### config.mk
export PLATFORM = sky130hd
export DESIGN_NAME = output_feature_map_streamer_flat
export DESIGN_NICKNAME = d
export VERILOG_FILES = /design/src/rtl/output_feature_map_streamer_pkg.sv /design/src/rtl/output_feature_map_streamer_if.sv /design/src/rtl/output_feature_map_streamer_frame_position_counter.sv /design/src/rtl/output_feature_map_streamer.sv /design/src/flat_wrapper.sv
export SDC_FILE = /design/constraint.sdc
export NUM_CORES = 1
export LEC_CHECK = 0
export ABC_AREA = 1
export CAP_MARGIN = 0
export CORE_MARGIN = 2
export CORE_UTILIZATION = 38
export CTS_CLUSTER_SIZE = 30
export DETAILED_ROUTE_END_ITERATION = 10
export PLACE_DENSITY_LB_ADDON = 0.08
export SYNTH_ARGS = -nofsm -noshare
export SYNTH_HDL_FRONTEND = slang
export SYNTH_SLANG_ARGS = --single-unit
### constraint.sdc
create_clock -name clk -period 2.05 [get_ports clk]
set_input_delay 0.615 -clock clk [delete_from_list [all_inputs] [get_ports clk]]
set_output_delay 0.615 -clock clk [all_outputs]
set_load 0.01 [all_outputs]
### src/rtl/output_feature_map_streamer_pkg.sv
// Shared types and dimension helpers for the output feature-map streamer
// and the next layer's input buffer.
package output_feature_map_streamer_pkg;

    typedef enum logic [1:0] {
        IDLE   = 2'd0,
        STREAM = 2'd1,
        DONE   = 2'd2
    } stream_state_e;

    // Frame dimension including the zero-padding border on both sides.
    function automatic int padded_dim(input int dim, input int pad);
        return dim + 2 * pad;
    endfunction

    // Counter width able to index 0..n-1, never narrower than one bit.
    function automatic int cnt_width(input int n);
        return (n <= 2) ? 1 : $clog2(n);
    endfunction

endpackage

### src/rtl/output_feature_map_streamer_if.sv
// Activation stream bundle: result pixels in from the compute array and
// padded stream elements out toward the next layer's input buffer.
interface output_feature_map_streamer_if #(
    parameter int ch = 128
);
    logic [ch-1:0] pix_in;
    logic          pix_in_valid;
    logic          pix_in_ready;
    logic [ch-1:0] stream_act;
    logic          stream_act_en;

    modport master (
        output pix_in,
        output pix_in_valid,
        input  pix_in_ready,
        input  stream_act,
        input  stream_act_en
    );

    modport slave (
        input  pix_in,
        input  pix_in_valid,
        output pix_in_ready,
        output stream_act,
        output stream_act_en
    );
endinterface

### src/rtl/output_feature_map_streamer_frame_position_counter.sv
// Raster row/col counter over the padded frame. Flags whether the current
// position lies in the padding border and whether it is the final position.
module frame_position_counter
    import output_feature_map_streamer_pkg::*;
#(
    parameter int w_pad = 34,
    parameter int h_pad = 34,
    parameter int pad   = 1
) (
    input  logic clk,
    input  logic reset,
    input  logic clear,
    input  logic advance,
    output logic is_pad,
    output logic last
);
    localparam int COL_W = cnt_width(w_pad);
    localparam int ROW_W = cnt_width(h_pad);
    localparam logic [COL_W-1:0] COL_LAST = COL_W'(w_pad - 1);
    localparam logic [ROW_W-1:0] ROW_LAST = ROW_W'(h_pad - 1);

    logic [COL_W-1:0] col_r;
    logic [ROW_W-1:0] row_r;

    // Position register: cleared at frame start, one raster step per advance.
    always_ff @(posedge clk) begin
        if (!reset) begin
            col_r <= {COL_W{1'b0}};
            row_r <= {ROW_W{1'b0}};
        end else if (clear) begin
            col_r <= {COL_W{1'b0}};
            row_r <= {ROW_W{1'b0}};
        end else if (advance) begin
            if (col_r == COL_LAST) begin
                col_r <= {COL_W{1'b0}};
                if (row_r == ROW_LAST) begin
                    row_r <= {ROW_W{1'b0}};
                end else begin
                    row_r <= row_r + ROW_W'(1);
                end
            end else begin
                col_r <= col_r + COL_W'(1);
                row_r <= row_r;
            end
        end else begin
            col_r <= col_r;
            row_r <= row_r;
        end
    end

    // Border classification and end-of-frame detection for the current position.
    always_comb begin
        is_pad = 1'b0;
        last   = 1'b0;
        if ((int'(row_r) < pad) || (int'(row_r) >= h_pad - pad) ||
            (int'(col_r) < pad) || (int'(col_r) >= w_pad - pad)) begin
            is_pad = 1'b1;
        end else begin
            is_pad = 1'b0;
        end
        if ((row_r == ROW_LAST) && (col_r == COL_LAST)) begin
            last = 1'b1;
        end else begin
            last = 1'b0;
        end
    end

endmodule

### src/rtl/output_feature_map_streamer.sv
// Serialises one layer's output pixels into the activation stream and
// inserts the zero-padding border so each frame carries the full padded
// raster. Pad positions never wait on input; data positions wait for a pixel.
module output_feature_map_streamer
    import output_feature_map_streamer_pkg::*;
#(
    parameter int ch      = 128,
    parameter int w_out   = 32,
    parameter int h_out   = 32,
    parameter int pad     = 1,
    parameter bit pad_bit = 1'b0
) (
    input  logic clk,
    input  logic reset,
    input  logic frame_start,
    output_feature_map_streamer_if.slave act_bus,
    output logic busy,
    output logic frame_done
);
    localparam int W_PAD = padded_dim(w_out, pad);
    localparam int H_PAD = padded_dim(h_out, pad);

    stream_state_e state_r;
    stream_state_e state_s;

    logic          advance_s;
    logic          clear_s;
    logic          ready_s;
    logic          is_pad_s;
    logic          last_s;
    logic [ch-1:0] act_r;
    logic          act_en_r;
    logic          busy_r;
    logic          frame_done_r;

    frame_position_counter #(
        .w_pad (W_PAD),
        .h_pad (H_PAD),
        .pad   (pad)
    ) u_position (
        .clk     (clk),
        .reset   (reset),
        .clear   (clear_s),
        .advance (advance_s),
        .is_pad  (is_pad_s),
        .last    (last_s)
    );

    // State register; reset aborts any frame in flight.
    always_ff @(posedge clk) begin
        if (!reset) begin
            state_r <= IDLE;
        end else begin
            state_r <= state_s;
        end
    end

    // Next state, raster advance and input handshake.
    always_comb begin
        state_s   = state_r;
        advance_s = 1'b0;
        clear_s   = 1'b0;
        ready_s   = 1'b0;
        case (state_r)
            IDLE: begin
                if (frame_start) begin
                    state_s = STREAM;
                    clear_s = 1'b1;
                end else begin
                    state_s = IDLE;
                end
            end
            STREAM: begin
                if (is_pad_s) begin
                    advance_s = 1'b1;
                end else begin
                    ready_s   = 1'b1;
                    advance_s = act_bus.pix_in_valid;
                end
                if (advance_s && last_s) begin
                    state_s = DONE;
                end else begin
                    state_s = STREAM;
                end
            end
            DONE: begin
                state_s = IDLE;
            end
            default: begin
                state_s = IDLE;
            end
        endcase
    end

    // Output register: one element per advance, value held while idle or stalled.
    always_ff @(posedge clk) begin
        if (!reset) begin
            act_r        <= {ch{1'b0}};
            act_en_r     <= 1'b0;
            busy_r       <= 1'b0;
            frame_done_r <= 1'b0;
        end else begin
            act_en_r     <= advance_s;
            busy_r       <= (state_s != IDLE);
            frame_done_r <= (state_r == DONE);
            if (advance_s) begin
                act_r <= is_pad_s ? {ch{pad_bit}} : act_bus.pix_in;
            end else begin
                act_r <= act_r;
            end
        end
    end

    assign act_bus.pix_in_ready  = ready_s;
    assign act_bus.stream_act    = act_r;
    assign act_bus.stream_act_en = act_en_r;
    assign busy                  = busy_r;
    assign frame_done            = frame_done_r;

endmodule

### src/flat_wrapper.sv
// flat-port wrapper written by rule: the top's interface ports become plain ports
module output_feature_map_streamer_flat import output_feature_map_streamer_pkg::*;
#(
    parameter int ch      = 128,
    parameter int w_out   = 32,
    parameter int h_out   = 32,
    parameter int pad     = 1,
    parameter bit pad_bit = 1'b0
)
  (clk, reset, frame_start, busy, frame_done, act_bus_pix_in, act_bus_pix_in_valid, act_bus_pix_in_ready, act_bus_stream_act, act_bus_stream_act_en);
  output_feature_map_streamer_if #(.ch(ch)) act_bus_i ();
  input  logic clk;
  input  logic reset;
  input  logic frame_start;
  output logic busy;
  output logic frame_done;
  input wire logic [$bits(act_bus_i.pix_in)-1:0] act_bus_pix_in;
  input wire logic [$bits(act_bus_i.pix_in_valid)-1:0] act_bus_pix_in_valid;
  output wire logic [$bits(act_bus_i.pix_in_ready)-1:0] act_bus_pix_in_ready;
  output wire logic [$bits(act_bus_i.stream_act)-1:0] act_bus_stream_act;
  output wire logic [$bits(act_bus_i.stream_act_en)-1:0] act_bus_stream_act_en;
  assign act_bus_i.pix_in = act_bus_pix_in;
  assign act_bus_i.pix_in_valid = act_bus_pix_in_valid;
  assign act_bus_pix_in_ready = act_bus_i.pix_in_ready;
  assign act_bus_stream_act = act_bus_i.stream_act;
  assign act_bus_stream_act_en = act_bus_i.stream_act_en;
  output_feature_map_streamer #(.ch(ch), .w_out(w_out), .h_out(h_out), .pad(pad), .pad_bit(pad_bit)) u_core (.clk(clk), .reset(reset), .frame_start(frame_start), .act_bus(act_bus_i), .busy(busy), .frame_done(frame_done));
endmodule
* After elaboration in Yosys (flattened, before gate mapping)
Index checks and enable logic that the tools add are counted.
Word-level totals: bits in registers 145, bits of input ports 132, logic and storage cells 42
Operators by class: $add $sub $neg 2, magnitude comparators 4, eq/ne operators 4, mux-type cells 15, bitwise operators 1, reduce and logical (&&, ||, !) cells 9
Operators with widths (count):
- 128-bit 2-to-1 mux | 1
- 6-bit by 1-bit adder with 6-bit output (second input constant) | 2
- 6-bit equality test (second input constant) | 2
- 6-bit greater-or-equal comparator (second input constant) | 2
- 6-bit by 1-bit < comparator with 1-bit output (second input constant) | 2
- 6-bit 2-to-1 mux | 2
- 1-bit 2-to-1 mux | 10
- 2-bit one-hot mux with 2 select lines | 1
- 1-bit logical OR | 3
- 2-bit by 1-bit equality test with 1-bit output (second input constant) | 1
- 2-bit equality test (second input constant) | 1
- 1-bit logical AND | 2
- 2-bit zero test | 1
- 2-bit 2-to-1 mux | 1
- 2-bit AND reduction | 1
- 2-bit nonzero test | 1
- 2-bit OR reduction | 1
- 1-bit NOT | 1

* Logic depth before layout (Yosys ltp)
depth after elaboration 11, depth in mapped cells 13

* Modules after synthesis
Synthesis repeated with hierarchy kept, for this count alone.
Unflattened totals: cells, all modules 971, area total of the unflattened synthesis 6591.3 µm²
Modules (own cells, without submodules):
- output_feature_map_streamer | instances 1, cells each 863, area an instance 5805.6 µm²
- frame_position_counter | instances 1, cells each 108, area an instance 785.8 µm²

* Worst setup path before layout
OpenSTA, ideal clock, no wires.
kind reg2out, start register u_core.u_position.col_r[1], end output port act_bus_pix_in_ready, data arrival time 1.523 ns, path slack -0.088 ns, cell stages (with the launch flop) 10, buffers on the path 2, cells stage by stage dfxtp_1 > inv_1 > ha_1 > nand3_1 > nor2_4 > nor2_4 > and3_1 > buf_4 > buf_4 > and2_1
On the way: cells in the longest elaborated chain, start to end 6, elaborated cells on any way between the ends 7, those cells by class 2 x order compare; 3 x mux; 2 x reduce/logical
RTL lines:
- start: declaration | line output_feature_map_streamer_frame_position_counter.sv:22 | logic [COL_W-1:0] col_r;
- start signal: assignment | line output_feature_map_streamer_frame_position_counter.sv:28 | col_r <= {COL_W{1'b0}};
- start signal: assignment | line output_feature_map_streamer_frame_position_counter.sv:31 | col_r <= {COL_W{1'b0}};
- start signal: assignment | line output_feature_map_streamer_frame_position_counter.sv:35 | col_r <= {COL_W{1'b0}};
- 6-bit by 1-bit < comparator with 1-bit output | line output_feature_map_streamer_frame_position_counter.sv:56 | (int'(col_r) < pad) || (int'(col_r) >= w_pad - pad)) begin
- 1-bit logical OR | line output_feature_map_streamer_frame_position_counter.sv:55 | if ((int'(row_r) < pad) || (int'(row_r) >= h_pad - pad) ||
- 1-bit logical OR * | line output_feature_map_streamer_frame_position_counter.sv:56
- 1-bit 2-to-1 mux * | line output_feature_map_streamer_frame_position_counter.sv:55
- 1-bit 2-to-1 mux * | line output_feature_map_streamer.sv:74 | if (is_pad_s) begin
- 1-bit 2-to-1 mux * | line output_feature_map_streamer.sv:64 | case (state_r)
- end: declaration | line flat_wrapper.sv:19 | output wire logic [$bits(act_bus_i.pix_in_ready)-1:0] act_bus_pix_in_ready;
Every way passes the cells marked *; elsewhere a longest branch is shown, timed or not.

* Worst setup path in the final report
start register u_core.u_position.col_r[0], end output port act_bus_pix_in_ready
Same word-level chain as after synthesis.

==> PnR_summary.wiki <==
{| class="wikitable"
! Metric !! Value
|-
| Status || finished with violations
|-
| Failing checks || setup timing
|-
| Combinational cell fraction of total power || 9.2%
|-
| Synthesis-stage register bit count || 145
|-
| Ys Warns || 0
|-
| Area after DPL || 8700 um2
|-
| Global-route total usage across every layer || between 20% and 30%
|-
| Hold violation total from the final report || 0
|-
| Switching component of the power || approximately 1.5 mW
|-
| Number of buffers created by CTS || 17
|-
| Detailed Routing Iterations Pass 1 || 5
|-
| Post-synth design cell area || 5830 um2
|-
| Via count normalized by instance count || ~5.3
|-
| # nets final || ~1100
|-
| Critical path class || reg -> out
|-
| Seq/Total Area, Yosys || between 40 and 50%
|-
| Switching part of the total || 23.1%
|-
| Post-detailed-route DRC marker count || 0
|-
| Final std cell area, no fill || about 9400 um2
|-
| Static leakage || 3.17 nW
|-
| Total number of placement rows || 45
|-
| Antenna Nets Post-Route || 0
|-
| Initial cell density of the core || 38.7%
|-
| Internal power of the cells || roughly 4.9 mW
|-
| X dimension of the die || around 130 um
|-
| Total power consumption of the routed design || around 6.3 mW
|-
| Max-capacitance violation count || 0
|-
| Aggregate routed wire length || 19900 um
|-
| Clk buf depth || 2
|-
| Relative slew slack || roughly 56%
|-
| Clock share of power || between 40% and 50%
|-
| Final critical-path share of the clock period || 112%
|-
| Number of max-slew violations in the final report || 0
|-
| Slew at the pin closest to its max-slew limit || between 600 and 700 ps
|-
| Placeable Area || roughly 15000 um2
|-
| Post-route worst hold slack || roughly 450 ps
|-
| Clock Latency Late Sink || 420 ps
|-
| Via count || just over 6000
|-
| Antenna violations before repair || 0
|-
| Library cells used by synthesis || 27
|-
| Period minus WS final || approximately 2300 ps
|-
| Clock sink count || 145
|-
| Total Neg Setup Slack || -236 ps
|-
| Initial detailed-routing violation count || about 390
|-
| Maximum clock rate || approximately 0.44 GHz
|-
| Share of cells above drive strength 1 || under 10%
|-
| Worst setup slack after layout || -236 ps
|-
| Critical path peak fanout || 3
|-
| Worst-case clock skew || approximately 7.5 ps
|-
| Startpoint kind of the worst setup timing path || flip-flop
|-
| Layout overhead on the synthesized area || 61.6%
|-
| Most frequent cells in the layout || sky130_fd_sc_hd__clkdlybuf4s50_1 (261), sky130_fd_sc_hd__nand2_1 (153), sky130_fd_sc_hd__dfxtp_1 (142), sky130_fd_sc_hd__a21oi_1 (141), sky130_fd_sc_hd__nand4_1 (138)
|-
| RSZ-0062 raised after global routing || yes
|-
| Largest net degree at the start of global routing || around 140
|-
| Most common library cell in the layout ignoring fill and taps || sky130_fd_sc_hd__clkdlybuf4s50_1
|-
| CTS tree || built
|-
| Global-route wire length before repair || around 30000 um
|-
| Count of final setup violators || 1
|-
| Required time at the endpoint of the critical path || ~1400 ps
|-
| Reg clk slew, reported paths || 60 ps
|-
| Detailed-route wire length per cell || ~17 um
|-
| Data arrival time at the worst-slack endpoint || around 1700 ps
|-
| Sequential Power Share || between 40% and 50%
|-
| Class of the most critical hold timing path || reg -> reg
|-
| Half-perimeter wire length after detailed placement || between 10000 and 15000 um
|-
| ANT cells || 0
|-
| Number of H-tree levels || 4
|-
| IO Pins || 264
|-
| Die area || between 15000 and 20000 um2
|-
| Synthesized net count || approximately 860
|-
| Cell at the root of the clock tree || sky130_fd_sc_hd__clkbuf_16
|-
| Number of cells produced by synthesis || 721
|-
| Syn_area_per_cell || between 8 and 9 um2
|-
| Worst IR Drop VDD || roughly 530 uV
|-
| Pwr per Cell Area || around 670 nW/um2
|-
| Via count of the first global-routing pass || around 6000
|-
| Routability-driven placement congestion ratio || approximately 0.84
|-
| IO Port Bufs || ~260
|-
| Global-route congestion overflow total || 0
|-
| Die height || ~130 um
|-
| Sort of element at the end of the critical path || primary output
|}
-- worst paths after layout --
check	start	endpoint	slack [ps]	depth (start not counted)
max	u_core.u_position.col_r[0]	act_bus_pix_in_ready	-240	10
min	u_core.state_r[0]	u_core.frame_done	450	1
max reg2reg	u_core.u_position.col_r[0]	u_core.act_bus.stream_act[87]	100	13
min reg2reg	u_core.state_r[0]	u_core.frame_done	450	1
-- flip-flops by register name, summed over array words and instances, names as in the netlist --
| signal | flops |
|---|---|
| u_core.act_bus.stream_act | 128 |
| u_core.act_bus.stream_act_en | 1 |
| u_core.busy | 1 |
| u_core.frame_done | 1 |
| u_core.state_r | 2 |
| u_core.u_position.col_r | 6 |
| u_core.u_position.row_r | 6 |
-- power by group through the flow --
stage,combinational [mW],sequential [mW],clock [mW]
global route,0.624,2.83,3.08
detailed placement,0.571,2.89,0
finish,0.585,2.83,2.91
global placement,0.564,2.89,0
floorplan,0.223,2.89,0
CTS,0.579,2.83,2.96
-- metrics by stage --
stage / worst slack (ps) / utilization, % / std cells
2_1_floorplan: 4.13 / - / 721
3_3_place_gp: -246 / 57.7 / 1133
3_5_place_dp: -278 / 57.7 / 1133
4_1_cts: -247 / 61.7 / 1165
5_1_grt: -316 / 62.5 / 1168
6_report: -236 / 62.5 / 1168
-- timing repair --
item,CTS,global route
endpoints found under the setup margin,90,123
pin swaps,6,3
gates cloned,0,2
hold buffers,0,0
resized for setup,16,18
buffers inserted,1,1
-- routing by layer --
layer	global-route usage [%]	vias up	part of all wire (%)	routed length (um)
li1	-	3026	-	-
met1	27.6	2924	41	8160
met2	38.4	225	50	9950
met3	6.09	30	6.9	1370
met4	9.63	0	2.0	395
met5	0	-	0	0
-- logic make-up after synthesis --
logic type,Yosys count,share of synthesized area (%)
and+or+nand+nor,327,28.0
adders and majority gates,6,1.29
AOI/OAI and AO/OA,142,12.2
xor gates and xnor gates,7,1.05
DFF,145,49.8
buffers and inverters,94,7.72
-- layout make-up --
cell class / instances / area (um2)
clock buffers: 21 / 470
clock inverters: 10 / 86.3
fillers: 1292 / 5660
inverters: 21 / 86.3
multi-input cells: 482 / 2560
flip-flops and latches: 145 / 2910
well taps: 188 / 235
repair buffers: 301 / 3080
-- synthesized netlist by cell type --
master                       n  area (um2)
sky130_fd_sc_hd__and2_1      1        6.26
sky130_fd_sc_hd__nand3_1    10        50.1
sky130_fd_sc_hd__or2_2       1        6.26
sky130_fd_sc_hd__nor3b_1     1        7.51
sky130_fd_sc_hd__nor2_1     10        37.5
sky130_fd_sc_hd__nand2_1   156         586
sky130_fd_sc_hd__inv_1      19        71.3
sky130_fd_sc_hd__nor2_4      2        22.5
sky130_fd_sc_hd__nand4_1   138         863
sky130_fd_sc_hd__ha_1        6        75.1
sky130_fd_sc_hd__clkbuf_1   28         105
sky130_fd_sc_hd__a21oi_1   141         706
sky130_fd_sc_hd__buf_2      15        75.1
sky130_fd_sc_hd__nand2_2     1        6.26
sky130_fd_sc_hd__xor2_1      6        52.6
sky130_fd_sc_hd__and3_1      1        6.26
sky130_fd_sc_hd__xnor2_1     1        8.76
sky130_fd_sc_hd__buf_1      15        56.3
sky130_fd_sc_hd__o21ai_0     1        5.00
sky130_fd_sc_hd__nor3_1      1        5.00
sky130_fd_sc_hd__buf_6       6        67.6
sky130_fd_sc_hd__nor4_1      1        6.26
sky130_fd_sc_hd__nor2_2      3        18.8
sky130_fd_sc_hd__nand4_2     1        12.5
sky130_fd_sc_hd__inv_2       2        7.51
sky130_fd_sc_hd__buf_4       9        67.6
sky130_fd_sc_hd__dfxtp_1   145        2900
-- critical path, cell delays in order (launching register included) --
cell and delay [ps]:
sky130_fd_sc_hd__dfxtp_4 360, sky130_fd_sc_hd__inv_4 70, sky130_fd_sc_hd__ha_4 120, sky130_fd_sc_hd__inv_2 40, sky130_fd_sc_hd__nor2_4 100, sky130_fd_sc_hd__nand2_2 60, sky130_fd_sc_hd__nand2_2 60, sky130_fd_sc_hd__nand2_2 50
sky130_fd_sc_hd__and3_4 140, sky130_fd_sc_hd__and2_4 130, sky130_fd_sc_hd__buf_6 110
Note: power is estimated with default switching activity, not from simulation.
==> edit (same flow settings) <==
`w_out` is set to 32 in 2 places; all go to 16.
--- a/src/rtl/output_feature_map_streamer.sv
+++ b/src/rtl/output_feature_map_streamer.sv
@@ -5,7 +5,7 @@
     import output_feature_map_streamer_pkg::*;
 #(
     parameter int ch      = 128,
-    parameter int w_out   = 32,
+    parameter int w_out   = 16,
     parameter int h_out   = 32,
     parameter int pad     = 1,
     parameter bit pad_bit = 1'b0
--- a/src/flat_wrapper.sv
+++ b/src/flat_wrapper.sv
@@ -2,7 +2,7 @@
 module output_feature_map_streamer_flat import output_feature_map_streamer_pkg::*;
 #(
     parameter int ch      = 128,
-    parameter int w_out   = 32,
+    parameter int w_out   = 16,
     parameter int h_out   = 32,
     parameter int pad     = 1,
     parameter bit pad_bit = 1'b0
Behaviour: same outputs for any inputs over 10 cycles, from zero or initial values and one cycle with reset low; that may be too few to reach the edited logic, so the function may still have changed.
==> edit against the unedited design <==
  * The run still ends with negative setup slack left
  * Worst setup slack better by 0.13 ns
  * Worst hold slack better by 0.0068 ns
  * Routed wire length down 1.2%
  * Area after synthesis down 1.3%
  * Sequential cell count down 1
  * Utilization up 1.7 points
  * Power up 9.7%
  * Sequential share of layout area down 0.13 points
  * Global-route usage up 0.056 points
  * Synthesized cell count down 1.5%
  * Count of clock-buffer cells in the layout unchanged
  * Final area down 0.35%
  * Largest power group unchanged
  * Highest routed layer unchanged
==> edit: results (changes against the unedited design) <==
finish:
  sh_seq_area_pct: 30.7  # -0.13 points
  clock_area_share_pct: 7.20  # +1.3 points
  post-route-util_pct: 64.2  # +1.7 points
placed_design:
  hpwlAfterDp_mm: 12.5  # -0.68%
  post_dp_cell_area_um2: 8600  # -1.2%
run_status:
  status: "finished with violations"
  violations: "negative setup slack"
timing:
  max_slew_margin_pct: 51.3  # -4.4 points
  fin_crit_ns: 2.16  # -0.126 ns
  finalSetupTns_ns: -0.110  # +0.126 ns
  hold_ws_ns: 0.455  # +0.00683 ns
  fin_ws_ns: -0.110  # +0.126 ns
  finalSetupViolations: 1  # unchanged
power:
  pwr-share-clk_pct: 50.7  # +4.7 points
global_routing:
  grt_pass1_vias: 5817  # -0.85%
  grt_pass1_wl_mm: 29.8  # -0.83%
worst_setup_path:
  reg2reg_depth: 9  # -4
  path_max_fanout: 2  # -1
  regToRegStartpoint: "u_core.state_r[0]"
  r2r_end: "u_core.u_position.col_r[1]"
synth:
  synthesis.nets: 847  # -1.4%
  avgSynthCellArea_um2: 8.11  # +0.20%
clocking:
  cts_repair_resize_count: 12  # -4
routing:
  initialDrtViolationCount: 455  # +18%
  wire_per_inst_um: 17.0  # +0.25%
edit: cells by family (layout without fill, tap and decap cells):
kind of cell | Yosys count | count (layout) | share of synthesized area [%]
flip-flops | 144 | 144 | 50.1
buffers and inverters | 91 | 348 | 7.50
AO/OA/AOI/OAI | 140 | 140 | 12.2
adder cells (fa/ha/maj) | 5 | 5 | 1.09
XOR/XNOR | 6 | 6 | 0.913
AND/OR/NAND/NOR | 324 | 324 | 28.3
edit: worst max path at each step:
stage	endpoint	start	slack [ns]
CTS	act_bus_pix_in_ready	u_core.u_position.row_r[1]	-0.12
finish	act_bus_pix_in_ready	u_core.u_position.row_r[1]	-0.11
floorplan	act_bus_pix_in_ready	u_core.state_r[0]	0.04
global route	act_bus_pix_in_ready	u_core.u_position.row_r[1]	-0.19
detailed placement	act_bus_pix_in_ready	u_core.u_position.row_r[1]	-0.15
global placement	act_bus_pix_in_ready	u_core.u_position.row_r[1]	-0.12
